`config.mk`:
```
export PLATFORM = sky130hd
export DESIGN_NAME = sprite_draw_arbiter
export DESIGN_NICKNAME = d
export VERILOG_FILES = /design/src/rtl/sprite_draw_arbiter.sv
export SDC_FILE = /design/constraint.sdc
export NUM_CORES = 1
export LEC_CHECK = 0
export CAP_MARGIN = 0
export CORE_AREA = 2 2 89 91
export CTS_CLUSTER_SIZE = 8
export DETAILED_ROUTE_END_ITERATION = 7
export DIE_AREA = 0 0 91 93
export HOLD_SLACK_MARGIN = 0.08
export PLACE_DENSITY = 0.89
export SYNTH_ARGS = -nofsm -noshare
export SYNTH_HDL_FRONTEND = slang
export SYNTH_SLANG_ARGS = --single-unit
```
`constraint.sdc`:
```
create_clock -name clock -period 2.6 [get_ports clock]
set_input_delay 0.78 -clock clock [delete_from_list [all_inputs] [get_ports clock]]
set_output_delay 0.78 -clock clock [all_outputs]
set_load 0.03 [all_outputs]
```
`src/rtl/sprite_draw_arbiter.sv`:
```
// ---------------------------------------------------------------------------
// sprite_draw_arbiter : round-robin owner of the framebuffer write port;
//   scans the owner's sprite box and emits one pixel slot per cycle.
//   Optional: SPRITE_DRAW_ARBITER_TRANSPARENT_EN (key-colour suppression).
// Revision: 1.0
// ---------------------------------------------------------------------------
`default_nettype none

module sprite_draw_arbiter #(
  parameter int         NUM_REQ            = 2,
  parameter logic [2:0] BG_COLOUR          = 3'b000,
  parameter int         SCREEN_W           = 320,
  parameter int         SCREEN_H           = 240,
  parameter logic [2:0] TRANSPARENT_COLOUR = 3'b101
) (
  input  logic                 clock,
  input  logic                 resetn,
  input  logic [NUM_REQ-1:0]   req,
  input  logic [NUM_REQ-1:0]   erase,
  input  logic [NUM_REQ*9-1:0] box_x,
  input  logic [NUM_REQ*8-1:0] box_y,
  input  logic [NUM_REQ*6-1:0] box_w,
  input  logic [NUM_REQ*6-1:0] box_h,
  input  logic [NUM_REQ*3-1:0] sprite_colour,
  output logic [5:0]           x_off,
  output logic [5:0]           y_off,
  output logic [NUM_REQ-1:0]   grant,
  output logic                 plot,
  output logic [8:0]           x,
  output logic [7:0]           y,
  output logic [2:0]           colour,
  output logic [NUM_REQ-1:0]   done,
  output logic                 busy
);

  localparam int             IW       = (NUM_REQ > 1) ? $clog2(NUM_REQ) : 1;
  localparam logic [IW-1:0]  LAST_IDX = IW'(NUM_REQ - 1);
  localparam logic [9:0]     SCR_W    = 10'(SCREEN_W);
  localparam logic [8:0]     SCR_H    = 9'(SCREEN_H);
`ifdef SPRITE_DRAW_ARBITER_TRANSPARENT_EN
  localparam bit             TRANSP_EN = 1'b1;
`else
  localparam bit             TRANSP_EN = 1'b0;
`endif

  typedef enum logic [1:0] {
    IDLE  = 2'd0,
    SCAN  = 2'd1,
    FLUSH = 2'd2
  } state_t;

  state_t state, state_next;

  logic [8:0] bx_a [NUM_REQ];
  logic [7:0] by_a [NUM_REQ];
  logic [5:0] bw_a [NUM_REQ];
  logic [5:0] bh_a [NUM_REQ];
  logic [2:0] sc_a [NUM_REQ];

  genvar gi;
  generate
    for (gi = 0; gi < NUM_REQ; gi++) begin : g_unpack
      assign bx_a[gi] = box_x[9*gi +: 9];
      assign by_a[gi] = box_y[8*gi +: 8];
      assign bw_a[gi] = box_w[6*gi +: 6];
      assign bh_a[gi] = box_h[6*gi +: 6];
      assign sc_a[gi] = sprite_colour[3*gi +: 3];
    end
  endgenerate

  logic [IW-1:0]      rr, owner, win;
  logic               found;
  logic [IW:0]        sum;
  logic [8:0]         bx;
  logic [7:0]         by;
  logic [5:0]         bw, bh;
  logic               er;
  logic               last;
  logic [9:0]         xs;
  logic [8:0]         ys;
  logic [2:0]         sc_owner;
  logic               key_hit;
  logic [NUM_REQ-1:0] win_onehot;

  // Search starts at the round-robin pointer and wraps modulo NUM_REQ.
  always_comb begin
    found = 1'b0;
    win   = '0;
    sum   = '0;
    for (int k = 0; k < NUM_REQ; k++) begin
      sum = {1'b0, rr} + (IW+1)'(k);
      if (sum >= (IW+1)'(NUM_REQ)) sum = sum - (IW+1)'(NUM_REQ);
      if (!found && req[sum[IW-1:0]]) begin
        found = 1'b1;
        win   = sum[IW-1:0];
      end
    end
  end

  assign win_onehot = NUM_REQ'(1) << win;
  assign last       = (x_off == bw) && (y_off == bh);
  assign xs         = {1'b0, bx} + {4'b0, x_off};
  assign ys         = {1'b0, by} + {3'b0, y_off};
  assign sc_owner   = sc_a[owner];
  assign key_hit    = TRANSP_EN && !er && (sc_owner == TRANSPARENT_COLOUR);
  assign busy       = (state != IDLE);

  always_ff @(posedge clock) begin
    if (!resetn) state <= IDLE;
    else         state <= state_next;
  end

  always_comb begin
    state_next = state;
    case (state)
      IDLE:    if (found) state_next = SCAN;
      SCAN:    if (last)  state_next = FLUSH;
      FLUSH:   state_next = IDLE;
      default: state_next = IDLE;
    endcase
  end

  always_ff @(posedge clock) begin
    if (!resetn) begin
      rr     <= '0;
      owner  <= '0;
      grant  <= '0;
      bx     <= '0;
      by     <= '0;
      bw     <= '0;
      bh     <= '0;
      er     <= 1'b0;
      x_off  <= '0;
      y_off  <= '0;
      plot   <= 1'b0;
      x      <= '0;
      y      <= '0;
      colour <= '0;
      done   <= '0;
    end else begin
      plot <= 1'b0;
      done <= '0;
      case (state)
        IDLE: begin
          if (found) begin
            bx    <= bx_a[win];
            by    <= by_a[win];
            bw    <= bw_a[win];
            bh    <= bh_a[win];
            er    <= erase[win];
            owner <= win;
            grant <= win_onehot;
            rr    <= (win == LAST_IDX) ? '0 : win + 1'b1;
            x_off <= '0;
            y_off <= '0;
          end
        end
        SCAN: begin
          // Clip against the full-width sums so off-screen pixels never wrap.
          x      <= xs[8:0];
          y      <= ys[7:0];
          colour <= er ? BG_COLOUR : sc_owner;
          plot   <= (xs < SCR_W) && (ys < SCR_H) && !key_hit;
          if (x_off == bw) begin
            x_off <= '0;
            y_off <= y_off + 6'd1;
          end else begin
            x_off <= x_off + 6'd1;
          end
          if (last) done <= grant;
        end
        FLUSH: grant <= '0;
        default: grant <= '0;
      endcase
    end
  end

endmodule

`default_nettype wire

```
Word-level counts from Yosys, hierarchy flattened
Index checks and enable logic that the tools add are counted.

word-level totals
  flip-flop bits (word level) = 71
  logic and storage cells = 96
  output and inout port bits = 38
  input port bits = 70

operators by class
  mux-type cells = 39
  equality and inequality tests = 6
  bitwise gates (word level) = 3
  reductions and logical operators = 14
  add/subtract/negate cells = 8
  shift-type cells = 1
  $lt $le $gt $ge = 9

operator list
  operator               number
  $mux W6                9
  $mux W9                3
  $mux W8                3
  $pmux W6 S2            2
  $mux W1                13
  $add A6 B1 Y6 const B  2
  $eq A6 B6 Y1           2
  $mux W3                4
  $add A9 B6 Y10         1
  $lt A10 B9 Y1 const B  1
  $reduce_and A2 Y1      5
  $add A8 B6 Y9          1
  $lt A9 B8 Y1 const B   1
  $pmux W2 S2            2
  $ge A2 B2 Y1 const B   3
  $lt A1 B2 Y1 const B   3
  $mux W2                3
  $ne A2 B2 Y1 const B   3
  $reduce_and A3 Y1      2
  $not A1 Y2             2
  $reduce_bool A2 Y1     2
  $logic_and A1 B1 Y1    3
  $add A1 B1 Y2 const B  1
  $eq A2 B1 Y1 const B   1
  7 further kinds        8

Longest topological paths before layout
Gate-level depths: netlist (run 1).

  depth after elaboration = 12
  gate-level depth with buffers = 8
  gate-level depth less buffers = 8

Worst setup path before layout (run 1)
Ideal clock, no wire load.

  path type = register to register
  from = register x_off[0]
  to = register plot
  data required time = 2.540 ns
  path buffers = 0
  library setup time = 0.060 ns
  arrival = 2.112 ns
  setup slack = 0.428 ns
  stages on the path, launching flop included = 8
  clock period less this slack = 2.172 ns
  cell sequence = dfxtp_1 -> ha_1 -> fa_1 -> a211oi_1 -> o21a_1 -> o21ai_0 -> a311oi_1 -> and3_1

on the way
  longest elaborated chain between the ends = 3

ends and longest elaborated chain
  what                    RTL line  text
  from (decl)             25        output logic [5:0] x_off,
  from (signal assigned)  168       x_off <= x_off + 6'd1;
  $add A9 B6 Y10          102       assign xs = {1'b0, bx} + {4'b0, x_off};
  $lt A10 B9 Y1           163       plot <= (xs < SCR_W) && (ys < SCR_H) && !key_hit;
  $logic_and A1 B1 Y1     163
  to (signal assigned)    163
  to (decl)               28        output logic plot,

Every way passes these cells.
A chain may end at the register's enable or synchronous reset.

Final worst setup path (run 1)
  from = register x_off[1]
  to = output port x_off[1]

No word-level cell between the ends.

==> results of run 1 <==
-- synth_stat cells (5+ instances only) --
library cell	count	area share
sky130_fd_sc_hd__dfxtp_1	71	0.41
sky130_fd_sc_hd__inv_1	35	0.038
sky130_fd_sc_hd__a222oi_1	30	0.087
sky130_fd_sc_hd__nor2_1	30	0.033
sky130_fd_sc_hd__nand2_1	26	0.028
sky130_fd_sc_hd__a21oi_1	21	0.031
sky130_fd_sc_hd__o21ai_0	18	0.026
sky130_fd_sc_hd__xnor2_1	15	0.038
sky130_fd_sc_hd__ha_1	14	0.051
sky130_fd_sc_hd__clkbuf_1	13	0.014
sky130_fd_sc_hd__a211oi_1	9	0.020
sky130_fd_sc_hd__nand3_1	8	0.012
sky130_fd_sc_hd__nor3_1	8	0.012
sky130_fd_sc_hd__a21o_1	7	0.015
sky130_fd_sc_hd__and2_1	7	0.013
sky130_fd_sc_hd__o211ai_1	6	0.013
sky130_fd_sc_hd__o21a_1	6	0.013
sky130_fd_sc_hd__nand4_1	5	0.0091
-- final cells by class --
type,instances,area [um^2]
Fill cell,641,2695
Multi-Input combinational cell,261,1793
Sequential cell,71,1421
Timing Repair Buffer,119,1161
Clock buffer,12,155.1
Inverter,35,131.4
Tap cell,102,127.6
Clock inverter,3,42.54
-- metrics by stage --
| step | setup WS, ps | hold WS [ps] |
|---|---|---|
| 2_1_floorplan | 428.1 | 439.8 |
| 3_3_place_gp | 159.8 | 441.9 |
| 3_5_place_dp | 66.74 | 447.7 |
| 4_1_cts | 118.9 | 457.6 |
| 5_1_grt | 63.47 | 486.4 |
| 6_report | 116.4 | 454.3 |
-- cell families (layout without fill, tap and decap cells) --
family | count (synthesis) | count (layout)
compound gates | 115 | 115
xor+xnor | 16 | 16
fa+ha+maj | 16 | 16
buf+inv | 57 | 169
flops | 71 | 71
mux | 7 | 7
simple gates | 107 | 107
-- where the power goes --
part / switching (mW) / leakage [nW] / internal (mW) / total [mW]
Clock: 0.422 / 0.0985 / 0.489 / 0.911
Combinational: 0.396 / 1.33 / 0.361 / 0.757
Sequential: 0.0925 / 0.581 / 1.19 / 1.29
Total: 0.911 / 2.00 / 2.04 / 2.95
-- worst min path at each step --
| stage | startpoint | end | slack (ps) |
|---|---|---|---|
| 5_1_grt | y[5]$_SDFFE_PN0P_ | y[5]$_SDFFE_PN0P_ | 490 |
| 6_report | y[5]$_SDFFE_PN0P_ | y[5]$_SDFFE_PN0P_ | 450 |
| 4_1_cts | y[5]$_SDFFE_PN0P_ | y[5]$_SDFFE_PN0P_ | 460 |
| 2_1_floorplan | rr$_SDFFE_PN0P_ | rr$_SDFFE_PN0P_ | 440 |
| 3_3_place_gp | x[4]$_SDFFE_PN0P_ | x[4]$_SDFFE_PN0P_ | 440 |
| 3_5_place_dp | y[5]$_SDFFE_PN0P_ | y[5]$_SDFFE_PN0P_ | 450 |
-- routing by layer --
layer  track usage  part of all wire  vias to the layer above
met5             0                 0                        -
met4        0.1136             0.023                        0
met3       0.04996             0.069                       22
met2        0.4401              0.50                      156
met1        0.2830              0.41                     1630
li1              -                 -                     1649
-- sequential cells by signal, summed over array words and instances (netlist names), 2 cells and up --
register	count
by	8
bh	6
bw	6
grant	2
state	2
y	8
colour	3
y_off	6
x_off	6
x	9
done	2
bx	9
==> impl_metrics.py, run 1 <==
metrics = {
    "timing": {
        "rsz_0062_raised_after_global_routing": "false",
        "fin_skew_ps": 6.703,
        "setup_viol_count_final": 0,
        "finalHoldViolations": 0,
        "finalMaxSlewViolations": 0,
        "measured_slew_at_the_worst_slew_check_pin_ps": 424.7,
        "ratio_of_final_minimum_period_to_clock_period": 0.9552,
        "layout_min_cycle_time_ps": 2484,
        "timing.slew.headroom": 0.7160,
        "timing.setup.tns_ps": 0,
        "fmax_ghz": 0.4026,
    },
    "placement": {
        "postPlaceCellArea_um2": 4634,
        "place_hpwl_mm": 7.557,
        "portBuffers": 107,
        "post-place-cells": 588,
        "gp_routability_congestion": 0.8692,
    },
    "worst_setup_path": {
        "cp_slowest_cell": "sky130_fd_sc_hd__clkdlybuf4s50_1",
        "critPathMaxFanout": 8,
        "worst_r2r_path_depth": 7,
        "max_stage_delay_ps": 780,
        "startpoint_type": "flip-flop",
        "timing.critical_path.from": "x_off[1]$_SDFFE_PN0P_",
        "cp.arrival_ps": 1700,
        "critical_path_depth": 1,
        "worstReg2RegStart": "x_off[0]$_SDFFE_PN0P_",
        "endpoint_kind": "output port",
        "worst_setup_path_endpoint": "x_off[1]",
        "worst-setup-path-type": "flip-flop to output port",
        "cp_cell_sequence": "clkdlybuf4s50_1",
        "worst-path-buf-inv": 1,
        "critPathTopFamily": "buffers and inverters",
        "worstPathRequired_ps": 1820,
        "worst-r2r-setup-slack_ps": 220,
        "worst_r2r_endpoint": "plot$_SDFF_PN0_",
    },
    "global_routing": {
        "grt_max_degree": 25,
        "grt_first_pass_wirelength_mm": 16.60,
        "first_global_vias": 3541,
        "globalRoute.totalOverflow": 0,
        "antenna_found_initial": 0,
        "grt.total_usage": 0.2461,
    },
    "cells_and_area": {
        "mostFrequentLayoutCells": "sky130_fd_sc_hd__clkdlybuf4s50_1, sky130_fd_sc_hd__dfxtp_1, sky130_fd_sc_hd__inv_1",
        "num_antenna_cells": 0,
        "drive_above_1_share": 0.06587,
        "layout.cell_area.non_filler_um2": 4832,
        "area.growth.synth_to_final_pct": 40.44,
        "final_util": 0.6420,
        "num-nets-final": 583,
        "leading_cell_type_in_the_layout_fill_and_taps_excluded": "sky130_fd_sc_hd__clkdlybuf4s50_1",
        "finish.cell_count_without_fillers": 603,
    },
    "routing": {
        "first_iter_violations": 294,
        "finalWirelength_mm": 10.18,
        "via_count": 3457,
        "routed_wire_length_per_instance_um": 16.88,
        "avgViaCountPerCell": 5.733,
        "drt.antenna.violating_nets": 0,
        "drc_errors": 0,
        "firstDrtPassIters": 6,
    },
    "min_path": {
        "hold_path_depth": 2,
        "timing.hold.worst.class": "flip-flop to flip-flop",
    },
    "clock_network": {
        "cts.hold.buffers_added": 0,
        "clk_pin_slew_worst_paths_ps": 70,
        "clock_insertion_delay_worst_skew_ps": 360,
        "post_cts_resized": 0,
        "cts_htree_levels": 3,
        "clock_sink_count": 71,
        "post_cts_buffers": 0,
        "cts_tree": "done",
        "cts_buffers": 9,
        "root_buffer": "sky130_fd_sc_hd__clkbuf_8",
        "ctsLongestPathBuffers": 2,
    },
    "floorplanning": {
        "design.core.area_um2": 7527,
        "design.die.area_um2": 8463,
        "pin_count": 108,
        "initial_core_utilization": 0.4571,
        "chipWidth_um": 91,
        "rows": 32,
        "fp.dieH_um": 93,
    },
    "logic_synthesis": {
        "post_synth_xor_area_fraction": 0.04073,
        "synth_mux_area_frac": 0.02182,
        "ys_ff_latch": 71,
        "seq_area_frac_synth": 0.4131,
        "synth_compound_area_frac": 0.2469,
        "synth-adder-area-share": 0.06255,
        "synth_area_per_cell_um2": 8.845,
        "yosys_warnings": 0,
        "synth_nets": 475,
        "synth.cell_area_um2": 3441,
        "synth_enable_flop_cells": 0,
        "synth_async_sr_flop_share": 0,
        "synth_ff_type": "sky130_fd_sc_hd__dfxtp_1",
        "syn_inst": 389,
        "combinational_family_with_the_most_area_after_synthesis": "compound AO/OA/AOI/OAI gates",
        "yosys.area_share.simple": 0.1491,
        "yosysUniqueCellTypes": 43,
    },
    "flow_run": {
        "drv_cap": 0,
    },
    "pwr": {
        "max-vdd-ir-drop_mv": 0.4571,
        "power.static_leakage_nw": 2.005,
        "p_per_area_nw_per_um2": 611.4,
        "overall_power_mw": 2.954,
    },
    "run_status": {
        "run_status": "completed",
    },
}
No activity file was read; power rests on OpenSTA's default activity.
==> run 2, diff against run 1 <==
SLEW_MARGIN = 20   (was not set)
==> results of run 2 <==
Final layout, timing and power as in run 1 (identical DEF).
==> run 3, diff against run 2 <==
--- a/config.mk
+++ b/config.mk
@@ -8,8 +8,9 @@
 export CAP_MARGIN = 0
-export CORE_AREA = 2 2 89 91
+export CORE_AREA = 2 2 88 90
+export CTS_BUF_LIST = sky130_fd_sc_hd__clkbuf_4
 export CTS_CLUSTER_SIZE = 8
 export DETAILED_ROUTE_END_ITERATION = 7
-export DIE_AREA = 0 0 91 93
+export DIE_AREA = 0 0 90 92
 export HOLD_SLACK_MARGIN = 0.08
-export PLACE_DENSITY = 0.89
+export PLACE_DENSITY = 0.91
 export SLEW_MARGIN = 20
==> constraint.sdc (replaced) <==
create_clock -name clock -period 2.6 [get_ports clock]
set_input_delay 0.39 -clock clock [delete_from_list [all_inputs] [get_ports clock]]
set_output_delay 0.39 -clock clock [all_outputs]
set_load 0.03 [all_outputs]
==> run 3 against run 2 <==
Sequential cell count stayed put. Die area shrank 2.2%. Maximum frequency grew 6.7%.
==> impl_metrics.py, run 3 (synthesis gave the netlist of run 1 again) <==
metrics = {
    "timing": {
        "timing.setup.tns_ps": 0,
        "measured_slew_at_the_worst_slew_check_pin_ps": 1087,
        "ratio_of_final_minimum_period_to_clock_period": 0.8954,
        "finalHoldViolations": 0,
        "finalMaxSlewViolations": 0,
        "layout_min_cycle_time_ps": 2328,
        "rsz_0062_raised_after_global_routing": "false",
        "hold_ws_ps": 463.3,
        "fmax_ghz": 0.4296,
        "timing.slew.headroom": 0.2753,
        "setup_viol_count_final": 0,
        "fin_skew_ps": 15.54,
    },
    "cells_and_area": {
        "multi_input_logic_area_um2": 1794,
        "drive_above_1_share": 0.05835,
        "register_area_um2": 1421,
        "mostFrequentLayoutCells": "sky130_fd_sc_hd__clkdlybuf4s50_1, sky130_fd_sc_hd__dfxtp_1, sky130_fd_sc_hd__inv_1",
        "leading_cell_type_in_the_layout_fill_and_taps_excluded": "sky130_fd_sc_hd__clkdlybuf4s50_1",
        "num-nets-final": 578,
        "layout.filler_cells": 629,
        "num_antenna_cells": 0,
        "largestRegisters": "bx x9, x x9",
        "area.growth.synth_to_final_pct": 38.15,
    },
    "floorplanning": {
        "rows": 32,
        "design.core.area_um2": 7447,
        "initial_core_utilization": 0.4620,
        "fp.dieH_um": 92,
        "chipWidth_um": 90,
        "pin_count": 108,
        "design.die.area_um2": 8280,
    },
    "clock_network": {
        "ctsLongestPathBuffers": 2,
        "clock_sink_count": 71,
        "cts_buffers": 9,
        "root_buffer": "sky130_fd_sc_hd__clkbuf_4",
        "clk_pin_slew_worst_paths_ps": 120,
        "cts_htree_levels": 3,
        "clock_insertion_delay_worst_skew_ps": 420,
        "post_cts_buffers": 0,
        "cts.hold.buffers_added": 0,
        "cts_tree": "done",
        "post_cts_resized": 0,
    },
    "routing": {
        "finalWirelength_mm": 9.610,
        "routed_wire_length_per_instance_um": 16.04,
        "via_count": 3383,
        "drc_errors": 0,
        "first_iter_violations": 271,
        "firstDrtPassIters": 5,
        "avgViaCountPerCell": 5.648,
        "drt.antenna.violating_nets": 0,
    },
    "pwr": {
        "switchingPower_mw": 0.8823,
        "max-vdd-ir-drop_mv": 0.4283,
        "switching_share": 0.3139,
        "power.share.combinational": 0.265,
        "share_seq_of_total_power": 0.457,
        "clockPowerShare": 0.278,
        "internal_power_mw": 1.928,
        "p_per_area_nw_per_um2": 591.3,
        "power.static_leakage_nw": 1.958,
    },
    "global_routing": {
        "grt_first_pass_wirelength_mm": 15.77,
        "grt_max_degree": 28,
        "grt.total_usage": 0.2335,
        "globalRoute.totalOverflow": 0,
        "antenna_found_initial": 0,
        "first_global_vias": 3451,
    },
    "placement": {
        "portBuffers": 107,
        "gp_routability_congestion": 0.9037,
        "place_hpwl_mm": 7.302,
    },
    "worst_setup_path": {
        "endpoint_kind": "flip-flop",
        "worst-setup-path-type": "flip-flop to flip-flop",
        "startpoint_type": "flip-flop",
        "worstPathRequired_ps": 2980,
        "timing.critical_path.from": "x_off[0]$_SDFFE_PN0P_",
        "worstReg2RegStart": "x_off[0]$_SDFFE_PN0P_",
        "critPathMaxFanout": 7,
        "cp.arrival_ps": 2710,
    },
    "flow_run": {
        "drv_cap": 0,
    },
    "run_status": {
        "run_status": "completed",
    },
    "min_path": {
        "worstHoldStart": "y[0]$_SDFFE_PN0P_",
        "timing.hold.worst.class": "flip-flop to flip-flop",
    },
}
==> run 3: layer usage <==
metal | vias up | share of wire | global-route usage
li1 | 1637 | - | -
met1 | 1596 | 0.41 | 0.2720
met2 | 130 | 0.50 | 0.4204
met3 | 20 | 0.061 | 0.04437
met5 | - | 0 | 0
met4 | 0 | 0.022 | 0.09744
==> run 3: cell type report <==
cell class / instances / share of cell area
Clock buffer: 9 / 0.01421
Clock inverter: 7 / 0.01843
Inverter: 35 / 0.02764
Multi-Input combinational cell: 261 / 0.3775
Sequential cell: 71 / 0.2990
Tap cell: 102 / 0.02685
Timing Repair Buffer: 114 / 0.2364
==> run 3: final timing paths <==
path,to,slack (ps),cells past startpoint
setup reg to reg,plot$_SDFF_PN0_,270,7
setup / recovery,plot$_SDFF_PN0_,270,7
hold / removal,y[0]$_SDFFE_PN0P_,460,2
hold reg to reg,y[0]$_SDFFE_PN0P_,460,2
==> run 3: worst max-delay path, cell delays in order, from the launching register on <==
cell and delay (ps):
sky130_fd_sc_hd__dfxtp_1 440, sky130_fd_sc_hd__ha_1 300, sky130_fd_sc_hd__fa_1 440, sky130_fd_sc_hd__a211oi_1 330, sky130_fd_sc_hd__o21a_1 260, sky130_fd_sc_hd__o21ai_0 110
sky130_fd_sc_hd__a311oi_1 250, sky130_fd_sc_hd__and3_1 180
==> run 3: through the flow <==
| stage | cell area (um^2) | setup WS, ps | total power [mW] | instances | util |
|---|---|---|---|---|---|
| after detailed placement | 4597 | 63.35 | 2.051 | 583 | 0.6173 |
| after global placement | 4597 | 200.5 | 2.014 | 583 | 0.6173 |
| after CTS | 4752 | 288.4 | 2.815 | 599 | 0.6381 |
| after global routing | 4753 | 202.6 | 2.936 | 599 | 0.6383 |
| final | 4753 | 272.0 | 2.811 | 599 | 0.6383 |
| after floorplan | 3441 | 428.1 | 1.737 | 389 | - |
==> run 3: power by group through the flow <==
stage               Sequential, mW  Combinational [mW]  Clock, mW
floorplan                     1.37               0.370          0
global placement              1.30               0.713          0
detailed placement            1.31               0.742          0
CTS                           1.28               0.745      0.786
global route                  1.30               0.807      0.830
finish                        1.29               0.745      0.780
